==> config.mk <==
export PLATFORM = sky130hd
export DESIGN_NAME = mux32_2to1
export DESIGN_NICKNAME = d
export VERILOG_FILES = /design/src/rtl/mux32_2to1.sv
export SDC_FILE = /design/constraint.sdc
export NUM_CORES = 1
export LEC_CHECK = 0
export ABC_AREA = 1
export ABC_CLOCK_PERIOD_IN_PS = 1500
export CORE_ASPECT_RATIO = 1.2
export CORE_MARGIN = 2
export CORE_UTILIZATION = 30
export DETAILED_ROUTE_END_ITERATION = 10
export GPL_TIMING_DRIVEN = 1
export PLACE_DENSITY = 0.68
export SETUP_SLACK_MARGIN = 0.5
export SKIP_CTS_REPAIR_TIMING = 1
export SLEW_MARGIN = 20
export SYNTH_ARGS = -nofsm -noshare
export SYNTH_HDL_FRONTEND = slang
export SYNTH_SLANG_ARGS = --single-unit
export TNS_END_PERCENT = 20
==> constraint.sdc <==
create_clock -name clk -period 1.5 [get_ports clk]
set_input_delay 0.225 -clock clk [delete_from_list [all_inputs] [get_ports clk]]
set_output_delay 0.225 -clock clk [all_outputs]
set_load 0.03 [all_outputs]
==> src/rtl/mux32_2to1.sv <==
// Registered 2:1 word selector: picks input1 or input2 by selector and presents it
// one clock later, together with the select that produced it and a valid flag.
module mux32_2to1 #(
  parameter int               WIDTH     = 32,
  parameter logic [WIDTH-1:0] RESET_VAL = '0
) (
  input  logic             clk,
  input  logic             reset,
  input  logic             selector,
  input  logic [WIDTH-1:0] input1,
  input  logic [WIDTH-1:0] input2,
  output logic [WIDTH-1:0] outputfinal,
  output logic             out_valid,
  output logic             sel_q
);

  logic [WIDTH-1:0] outputfinal_d, outputfinal_q;
  logic             out_valid_d, out_valid_q;
  logic             sel_d;

  // An unknown selector lands in the default branch, so sel_q never captures X.
  always_comb begin
    outputfinal_d = input1;
    sel_d         = 1'b0;
    out_valid_d   = 1'b1;
    case (selector)
      1'b1: begin
        outputfinal_d = input2;
        sel_d         = 1'b1;
      end
      default: begin
        outputfinal_d = input1;
        sel_d         = 1'b0;
      end
    endcase
  end

  // Stage boundary: selection registered; reset wins over any selection this cycle.
  always_ff @(posedge clk) begin
    if (!reset) begin
      outputfinal_q <= RESET_VAL;
      out_valid_q   <= 1'b0;
      sel_q         <= 1'b0;
    end else begin
      outputfinal_q <= outputfinal_d;
      out_valid_q   <= out_valid_d;
      sel_q         <= sel_d;
    end
  end

  assign outputfinal = outputfinal_q;
  assign out_valid   = out_valid_q;

endmodule

* Yosys cells after proc, flatten, opt, wreduce, memory -nomap -nowiden
Index checks and enable logic that the tools add are counted.
Cells by class: multiplexer cells 3
Operators with widths (count):
- 2-to-1 mux 32 bit | 1
- 2-to-1 mux 1 bit | 2
Word-level totals: flip-flop bits (word level) 34, bits of input ports 67, output and inout bits 34, logic and storage cells 6

* Depth between registers and ports, before layout
Gate-level depths: netlist of run 1.
depth in word-level cells 1, mapped depth 5

* Least setup slack after synthesis of run 1
No wires, ideal clock.
path kind input to register, from input port selector, to register outputfinal_q[10] (netlist: outputfinal[10]), arrival 602 ps, path slack 785 ps, stages on the path 4, path buffers 2, path through buf_6 -> buf_6 -> nor2_1 -> nor2_1
On the way: longest elaborated chain between the ends 1
RTL lines:
- start: declaration | RTL line 9 | input logic selector,
- 2-to-1 mux 32 bit | RTL line 26 | case (selector)
- end signal: assignment | RTL line 45 | outputfinal_q <= outputfinal_d;
- end: declaration | RTL line 17 | logic [WIDTH-1:0] outputfinal_d, outputfinal_q;
Every way passes these cells. A chain may end at the register's enable or synchronous reset.

* Worst setup path in the final report of run 1
from register outputfinal_q[12] (netlist: outputfinal[12]), to output port outputfinal[12]
RTL lines:
- end: declaration | RTL line 12 | output logic [WIDTH-1:0] outputfinal,
No word-level cell between the ends.

==> results of run 1 <==
## per-layer routing
metal | part of all wire [%] | up-vias
met1 | 40 | 569
met3 | 9.0 | 2
met5 | 0 | -
li1 | - | 778
met2 | 50 | 54
met4 | 0.86 | 0
## final timing paths
path,slack [ns],startpoint,depth (start not counted),endpoint
hold / removal,0.45,selector,4,sel_q$_SDFF_PN0_
setup / recovery,0.49,outputfinal[12]$_SDFF_PN0_,1,outputfinal[12]
## cell families (layout without fill, tap and decap cells)
group,after synthesis,count (layout),share of synthesized area [%]
flops,34,34,49.28
buf+inv,44,145,15.67
simple gates,129,129,35.05
## registers in the layout (all words and copies together), names as in the netlist
register / cells
out_valid: 1
outputfinal: 32
sel_q: 1
## per-stage QoR
| step | setup TNS (ns) | cell area, µm² | total power, mW | setup WS (ns) | util (%) |
|---|---|---|---|---|---|
| 6_report | 0 | 2384 | 2.203 | 0.4947 | 52.65 |
| 5_1_grt | 0 | 2384 | 2.316 | 0.4678 | 52.65 |
| 4_1_cts | -0.08534 | 2479 | 2.273 | -0.02371 | 54.75 |
| 3_5_place_dp | 0 | 2387 | 1.570 | 0.2958 | 52.74 |
| 3_3_place_gp | 0 | 2387 | 1.564 | 0.3018 | 52.74 |
| 2_1_floorplan | 0 | 1381 | 1.273 | 0.7850 | - |
## layout make-up
class | instances | area (µm²) | share of cell area [%]
flip-flops and latches | 34 | 686.9 | 28.82
repair buffers | 104 | 924.6 | 38.79
inverters | 33 | 123.9 | 5.197
multi-input cells | 129 | 484.2 | 20.31
clock buffers | 7 | 86.33 | 3.622
well taps | 58 | 72.57 | 3.045
clock inverters | 1 | 5.005 | 0.2100
## where the power goes
part / total [mW] / internal (mW) / leakage [nW] / switching (mW)
clock: 0.689 / 0.370 / 0.0482 / 0.319
combinational: 0.529 / 0.266 / 0.934 / 0.263
sequential: 0.985 / 0.968 / 0.285 / 0.0171
total: 2.20 / 1.60 / 1.27 / 0.599
## layout by cell type, fill, tap and decap left out, drive strengths merged
cell	n
nand2	65
clkdlybuf4s50	65
nor2	64
dfxtp	34
inv	33
buf	25
clkbuf	21
clkinv	1
==> metrics.md, run 1 <==
| Metric | Value |
|---|---|
| Outcome | `completed` |
| Routed vias | `around 1.4k` |
| Largest net degree at the start of global routing | `36` |
| Final hold slack | `0.4508 ns` |
| Die X-Extent | `about 66 µm` |
| Post-synthesis sequential element count | `34` |
| Total CTS buffers | `5` |
| Vias in the first global route | `around 1.3k` |
| Critical path class | `reg -> out` |
| Layout fillers | `roughly 480` |
| TritonCTS clock tree | `yes` |
| Final setup fails | `0` |
| Leak | `about 1.3 nW` |
| Area grow syn2layout | `72.55%` |
| CP cell instances | `clkbuf_2` |
| Syn avg cell area | `~6.7 µm²` |
| Critical path's top delay family | `flip-flops` |
| CP peak stage delay | `about 0.31 ns` |
| Post-Synthesis Cell Area | `~1400 µm²` |
| Post-detailed-route DRC marker count | `0` |
| Most common cell in the netlist | `nand2_1` |
| Die area | `a little over 5000 µm²` |
| Met3 Usage GRT | `under 10%` |
| Tcrit/Tclk final | `67.02%` |
| Post-synth top area share | `49.28%` |
| Worst Path Max Fanout | `1` |
| Clk Tree Root Cell | `clkbuf_8` |
| Worst-path clk slew | `around 0.070 ns` |
| Row cnt | `27` |
| Syn. warnings | `0` |
| Area leader, netlist | `dfxtp_1` |
| DRT Pass-1 Iters | `4` |
| Via density | `3.833` |
| Initial antenna violation count | `0` |
| Fin nets | `roughly 370` |
| Number of antenna diodes | `0` |
| Setup crit start kind | `flop` |
| Library cells used by synthesis | `6` |
| Max Cap Violations | `0` |
| Register area share after synthesis | `about half` |
| Number of synthesized flops with an enable pin | `0` |
| Top cells by count, synth | `65 x nand2_1, 64 x nor2_1, 34 x dfxtp_1, 33 x inv_1, 6 x buf_6` |
| CTS max path bufs | `2` |
| Port Buffers | `100` |
| Routed Antenna Nets | `0` |
| Critical Path End Type | `output pin` |
| Met2 GRT Util | `between 20% and 30%` |
| Number of clock sinks | `34` |
| # IOs | `slightly above 100` |
| Average wire per standard cell | `about 9.5 µm` |
| Synthesized net count | `between 200 and 300` |
| Final non-filler cell total | `366` |
| Inst Count DP | `roughly 360` |
| Global Route Usage Sum | `between 10 and 15%` |
| Max rail drop VDD | `357.5 µV` |
| Final hold violation count | `0` |
| Crit path time final | `between 1 and 1.5 ns` |
| First-pass GRT wire length | `5623 µm` |
| Primary FF master, synth | `dfxtp_1` |
| Die Y | `approximately 78 µm` |
| Synth area leaders | `dfxtp_1 49%, nand2_1 18%, nor2_1 17%` |
| WP data required | `around 1.3 ns` |
| Share of layout cells above drive strength 1 | `between 15 and 20%` |
| Initial Util | `between 30 and 40%` |
| FMAX | `approximately 1 GHz` |
| Overflow after GRT | `0` |
| CTS H-Tree Depth | `2` |
| Max Slew Vio Count | `0` |
| Slew HR | `around four fifths` |
| WP buf/inv | `1` |
| Global routing's busiest layer | `met2` |
| Cell Pwr Density | `roughly 920 nW/µm²` |
| Iter 0 DRT Violations | `94` |
| Gpl congestion | `0.7343` |
| Pin slew with the least headroom to its limit | `approximately 0.33 ns` |
| Total wire length | `approximately 3500 µm` |
| GR Util met1 | `about 15%` |
| Synth async-reset ratio | `0%` |
| Core Region | `4527 µm²` |
| RSZ-0062 raised after global routing | `true` |
| Crit path arrival time | `about 0.78 ns` |
| Post-DP HPWL | `approximately 2600 µm` |
| Hold crit path type | `in -> reg` |
| CP max stage cell | `dfxtp_1` |
| Cell count after synthesis | `207` |
No activity file was read; power rests on OpenSTA's default activity.
==> run 2: changes to the inputs <==
ABC_CLOCK_PERIOD_IN_PS = 1000   (was 1500)
clock period = 1 ns   (was 1.5 ns; I/O delays follow)
==> run 2 against run 1 <==
Power up 61%; critical endpoint is now outputfinal[24]; clock-buffer cell count grew 1; cell area is 8.3% higher; die area is the same; first-iteration DRC count down 28%; critical path depth unchanged; largest cell class unchanged; setup slack lost 0.38 ns; via count is 0.50% higher; critical path type unchanged.
==> metrics.md, run 2 (same netlist as run 1, synthesis figures left out) <==
| Metric | Value |
|---|---|
| Outcome | `completed` |
| Average wire per standard cell | `approximately 9.3 µm` |
| Share of layout cells above drive strength 1 | `21.82%` |
| Port Buffers | `100` |
| Vias in the first global route | `~1.2k` |
| Multi-input gate area | `roughly 480 µm²` |
| Clk Tree Root Cell | `clkbuf_8` |
| RSZ-0062 raised after global routing | `true` |
| Final hold violation count | `0` |
| Number of clock sinks | `34` |
| Routed vias | `1,410` |
| FMAX | `between 1 and 1.5 GHz` |
| Leak | `approximately 1.3 nW` |
| # IOs | `101` |
| Max reg flops | `32` |
| Final non-filler cell total | `365` |
| Post-DP HPWL | `approximately 2500 µm` |
| Hold crit path type | `in -> reg` |
| Initial antenna violation count | `0` |
| Inst Count DP | `357` |
| Worst-path clk slew | `roughly 0.070 ns` |
| Crit path time final | `0.8859 ns` |
| Setup crit start kind | `flop` |
| Setup TNS Final | `0 ns` |
| Cell Pwr Density | `around 1400 nW/µm²` |
| Max Cap Violations | `0` |
| Max rail drop VDD | `741.7 µV` |
| Gpl congestion | `around 0.77` |
| Iter 0 DRT Violations | `approximately 70` |
| CP peak stage delay | `~0.33 ns` |
| Routed Antenna Nets | `0` |
| TritonCTS clock tree | `yes` |
| Pwr Total | `about 3.5 mW` |
| Pin slew with the least headroom to its limit | `0.1457 ns` |
| Most frequent cells in the layout | `65 x nand2_1, 65 x clkdlybuf4s50_1, 64 x nor2_1` |
| WP buf/inv | `1` |
| Final setup fails | `0` |
| Total CTS buffers | `5` |
| Largest net degree at the start of global routing | `35` |
| WP depth | `1` |
| Initial Util | `just over 30%` |
| DRT Pass-1 Iters | `4` |
| Critical path class | `reg -> out` |
| Fin nets | `~370` |
| Die Y | `a little under 80 µm` |
| FF+latch area | `706.9 µm²` |
| First-pass GRT wire length | `between 5000 and 6000 µm` |
| Die X-Extent | `between 60 and 70 µm` |
| Max Slew Vio Count | `0` |
| Slew HR | `between 90 and 100%` |
| Worst Path Max Fanout | `1` |
| Critical path startpoint | `outputfinal[24]$_SDFF_PN0_` |
| CTS H-Tree Depth | `2` |
| Area grow syn2layout | `86.87%` |
| Critical path's top delay family | `flip-flops` |
| Row cnt | `27` |
| Crit path capture | `outputfinal[24]` |
| CP cell instances | `buf_6` |
| Post-detailed-route DRC marker count | `0` |
| Crit path arrival time | `roughly 0.74 ns` |
| Layout fillers | `447` |
| Global Route Usage Sum | `a little over an eighth` |
| CP max stage cell | `dfxtp_2` |
| Via density | `~3.9` |
| Core Region | `roughly 4500 µm²` |
| CTS max path bufs | `2` |
| Total wire length | `around 3400 µm` |
| Critical Path End Type | `output pin` |
| Tcrit/Tclk final | `~89%` |
| WP data required | `between 0.8 and 0.9 ns` |
| Overflow after GRT | `0` |
| Number of antenna diodes | `0` |
| Die area | `around 5200 µm²` |
-- run 2: area by class of cell --
cell class              count  share of cell area, %
well taps                  58                  2.811
clock buffers               8                  4.266
inverters                  33                  4.799
flip-flops and latches     34                  27.39
repair buffers            103                  41.98
multi-input cells         129                  18.76
-- run 2: layer usage --
layer / up-vias / track usage [%] / share of wire, %
met5: - / 0 / 0
met4: 0 / 6.735 / 2.0
met3: 6 / 4.441 / 8.1
met2: 54 / 22.73 / 50
met1: 575 / 14.11 / 40
li1: 775 / - / -
-- run 2: worst min path at each step --
stage	slack, ns	endpoint	depth (start not counted)	from
after CTS	0.29	sel_q$_SDFF_PN0_	4	selector
final	0.30	sel_q$_SDFF_PN0_	4	selector
after global routing	0.31	sel_q$_SDFF_PN0_	4	selector
after global placement	0.58	outputfinal[9]	1	outputfinal[9]$_SDFF_PN0_
after detailed placement	0.58	outputfinal[24]	1	outputfinal[24]$_SDFF_PN0_
after floorplan	0.18	out_valid$_DFF_P_	0	reset
-- run 2: power by group --
part / leakage [nW] / internal, mW / total [mW] / switching (mW)
logic: 0.978 / 0.479 / 0.881 / 0.401
clock network: 0.0575 / 0.695 / 1.16 / 0.468
registers: 0.289 / 1.46 / 1.50 / 0.0388
total: 1.32 / 2.64 / 3.54 / 0.908
-- run 2: metrics by stage --
stage / setup slack, ns / hold WS [ns] / area (µm²) / utilization, %
detailed placement: -0.09975 / 0.5786 / 2332 / 51.52
global placement: -0.08229 / 0.5782 / 2332 / 51.52
floorplan: 0.3823 / 0.1777 / 1411 / -
global route: 0.08092 / 0.3092 / 2581 / 57.02
CTS: 0.07697 / 0.2905 / 2442 / 53.95
finish: 0.1141 / 0.3025 / 2581 / 57.02
==> run 3: changes to the inputs <==
--- a/config.mk
+++ b/config.mk
@@ -15,5 +15,4 @@
 export PLACE_DENSITY = 0.68
 export SETUP_SLACK_MARGIN = 0.5
-export SKIP_CTS_REPAIR_TIMING = 1
 export SLEW_MARGIN = 20
 export SYNTH_ARGS = -nofsm -noshare
==> constraint.sdc (replaced) <==
create_clock -name clk -period 1 [get_ports clk]
set_input_delay 0.15 -clock clk [delete_from_list [all_inputs] [get_ports clk]]
set_output_delay 0.15 -clock clk [all_outputs]
set_load 0.1 [all_outputs]
==> run 3 against run 2 <==
Critical path type unchanged; via count rose by 3.2%; final cell count increased by 0.27%; critical endpoint is now outputfinal[3]; clock power shrank 21%; critical path depth unchanged.
==> metrics.md, run 3 (same netlist as run 1, synthesis figures left out) <==
| Metric | Value |
|---|---|
| Number of clock sinks | `34` |
| Max rail drop VDD | `roughly 760 µV` |
| WP buf/inv | `1` |
| Initial Util | `30.51%` |
| Fin nets | `roughly 380` |
| Total CTS buffers | `5` |
| Initial antenna violation count | `0` |
| Crit path time final | `0.9441 ns` |
| Via density | `about 4.0` |
| Setup crit start kind | `flop` |
| Slew HR | `approximately 88%` |
| Hold Startpoint | `selector` |
| CTS H-Tree Depth | `2` |
| Critical path class | `reg -> out` |
| Final non-filler cell total | `between 300 and 400` |
| Pwr Total | `around 4.0 mW` |
| Final hold violation count | `0` |
| Max Cap Violations | `0` |
| Fin util | `about two thirds` |
| Inst Count DP | `roughly 360` |
| Max Slew Vio Count | `0` |
| Final setup fails | `0` |
| Hold crit path type | `in -> reg` |
| Most frequent cells in the layout | `65 x nand2_1, 65 x clkdlybuf4s50_1, 64 x nor2_1` |
| Core Region | `4527 µm²` |
| Hold EP | `sel_q$_SDFF_PN0_` |
| Area grow syn2layout | `113.7%` |
| WP data required | `0.85 ns` |
| Cts hold-fix bufs | `0` |
| First-pass GRT wire length | `5796 µm` |
| Switching part of the total power | `35.55%` |
| RSZ-0062 raised after global routing | `true` |
| Layout fillers | `approximately 390` |
| Worst slack, placed | `-0.1209 ns` |
| Tcrit/Tclk final | `~94%` |
| DRT Pass-1 Iters | `4` |
| Setup TNS Final | `0 ns` |
| Vias in the first global route | `1,354` |
| Port Buffers | `100` |
| Routed vias | `between 1k and 1.5k` |
| Post-CTS Resized | `0` |
| Leak | `about 1.4 nW` |
| Hold Path Stages | `4` |
| CP peak stage delay | `0.35 ns` |
| Die X-Extent | `65.95 µm` |
| Int Pwr | `around 2.6 mW` |
| Gate power share | `39.3%` |
| Critical path startpoint | `outputfinal[3]$_SDFF_PN0_` |
| Clock power share | `a little under a quarter` |
| Gpl congestion | `roughly 0.80` |
| Critical path's top delay family | `flip-flops` |
| Global Route Usage Sum | `14.82%` |
| Fin worst setup slack | `roughly 0.056 ns` |
| CTS max path bufs | `2` |
| Post-detailed-route DRC marker count | `0` |
| Outcome | `completed` |
| Total wire length | `3644 µm` |
| Overflow after GRT | `0` |
| Largest net degree at the start of global routing | `35` |
| Switching power | `about 1.4 mW` |
| Cell Pwr Density | `between 1000 and 1500 nW/µm²` |
| Worst Path Max Fanout | `1` |
| Multi-input gate area | `roughly 480 µm²` |
| # IOs | `101` |
| Die Y | `between 70 and 80 µm` |
| Max reg flops | `32` |
| Number of antenna diodes | `0` |
| Routed Antenna Nets | `0` |
| Flop pwr share | `a little under two fifths` |
| Average wire per standard cell | `9.956 µm` |
| Pin slew with the least headroom to its limit | `0.1796 ns` |
| Iter 0 DRT Violations | `38` |
| Post-DP HPWL | `2941 µm` |
| Die area | `about 5200 µm²` |
| Clk Tree Root Cell | `clkbuf_8` |
| Worst-path clk slew | `about 0.060 ns` |
| CP cell instances | `buf_12` |
| TritonCTS clock tree | `yes` |
| Crit path arrival time | `0.79 ns` |
| Share of layout cells above drive strength 1 | `about 26%` |
| FMAX | `~1.1 GHz` |
| Row cnt | `27` |
| FF+latch area | `between 800 and 900 µm²` |
| Critical Path End Type | `output pin` |
| CP max stage cell | `dfxtp_4` |
run 3: tightest hold or removal path: stages:
cell     delay, ns
buf_2         0.13
buf_4         0.18
nand2_1       0.06
inv_1         0.03
run 3: final cells by class:
class	instances	area share, %
inverter	33	4.197
multi-input combinational	129	16.41
tap	58	2.459
clock buffer	7	2.586
sequential	34	27.38
timing repair buffer	105	46.97
run 3: what timing repair did:
action                                  4_1_cts  5_1_grt
gates cloned                                  0        0
endpoints found under the setup margin       68       68
endpoints found under the hold margin         0        0
buffers inserted                              0        0
run 3: through the flow:
stage | hold WS, ns | instance area [µm²]
2_1_floorplan | 0.1777 | 1509
3_3_place_gp | 0.6062 | 2875
3_5_place_dp | 0.6041 | 2875
4_1_cts | 0.3083 | 2952
5_1_grt | 0.3356 | 2952
6_report | 0.3200 | 2952
run 3: how the worst max path moves through the flow:
stage	end	slack [ns]	depth (start not counted)
floorplan	out_valid	0.35	0
global placement	outputfinal[27]$_SDFF_PN0_	-0.08	4
detailed placement	outputfinal[31]$_SDFF_PN0_	-0.12	4
CTS	outputfinal[3]	0.04	1
global route	outputfinal[16]	0.03	1
finish	outputfinal[3]	0.06	1
run 3: routing by layer:
metal | track usage, % | share of wire (%)
met2 | 27.47 | 54
met1 | 13.29 | 35
met4 | 8.163 | 2.5
met5 | 0 | 0
met3 | 5.874 | 8.6
run 3: power by group through the flow:
stage,clock (mW),combinational [mW],sequential [mW]
finish,0.917,1.57,1.50
global route,1.02,1.64,1.51
CTS,0.966,1.58,1.50
detailed placement,0,1.58,1.54
global placement,0,1.56,1.53
floorplan,0,0.212,2.18
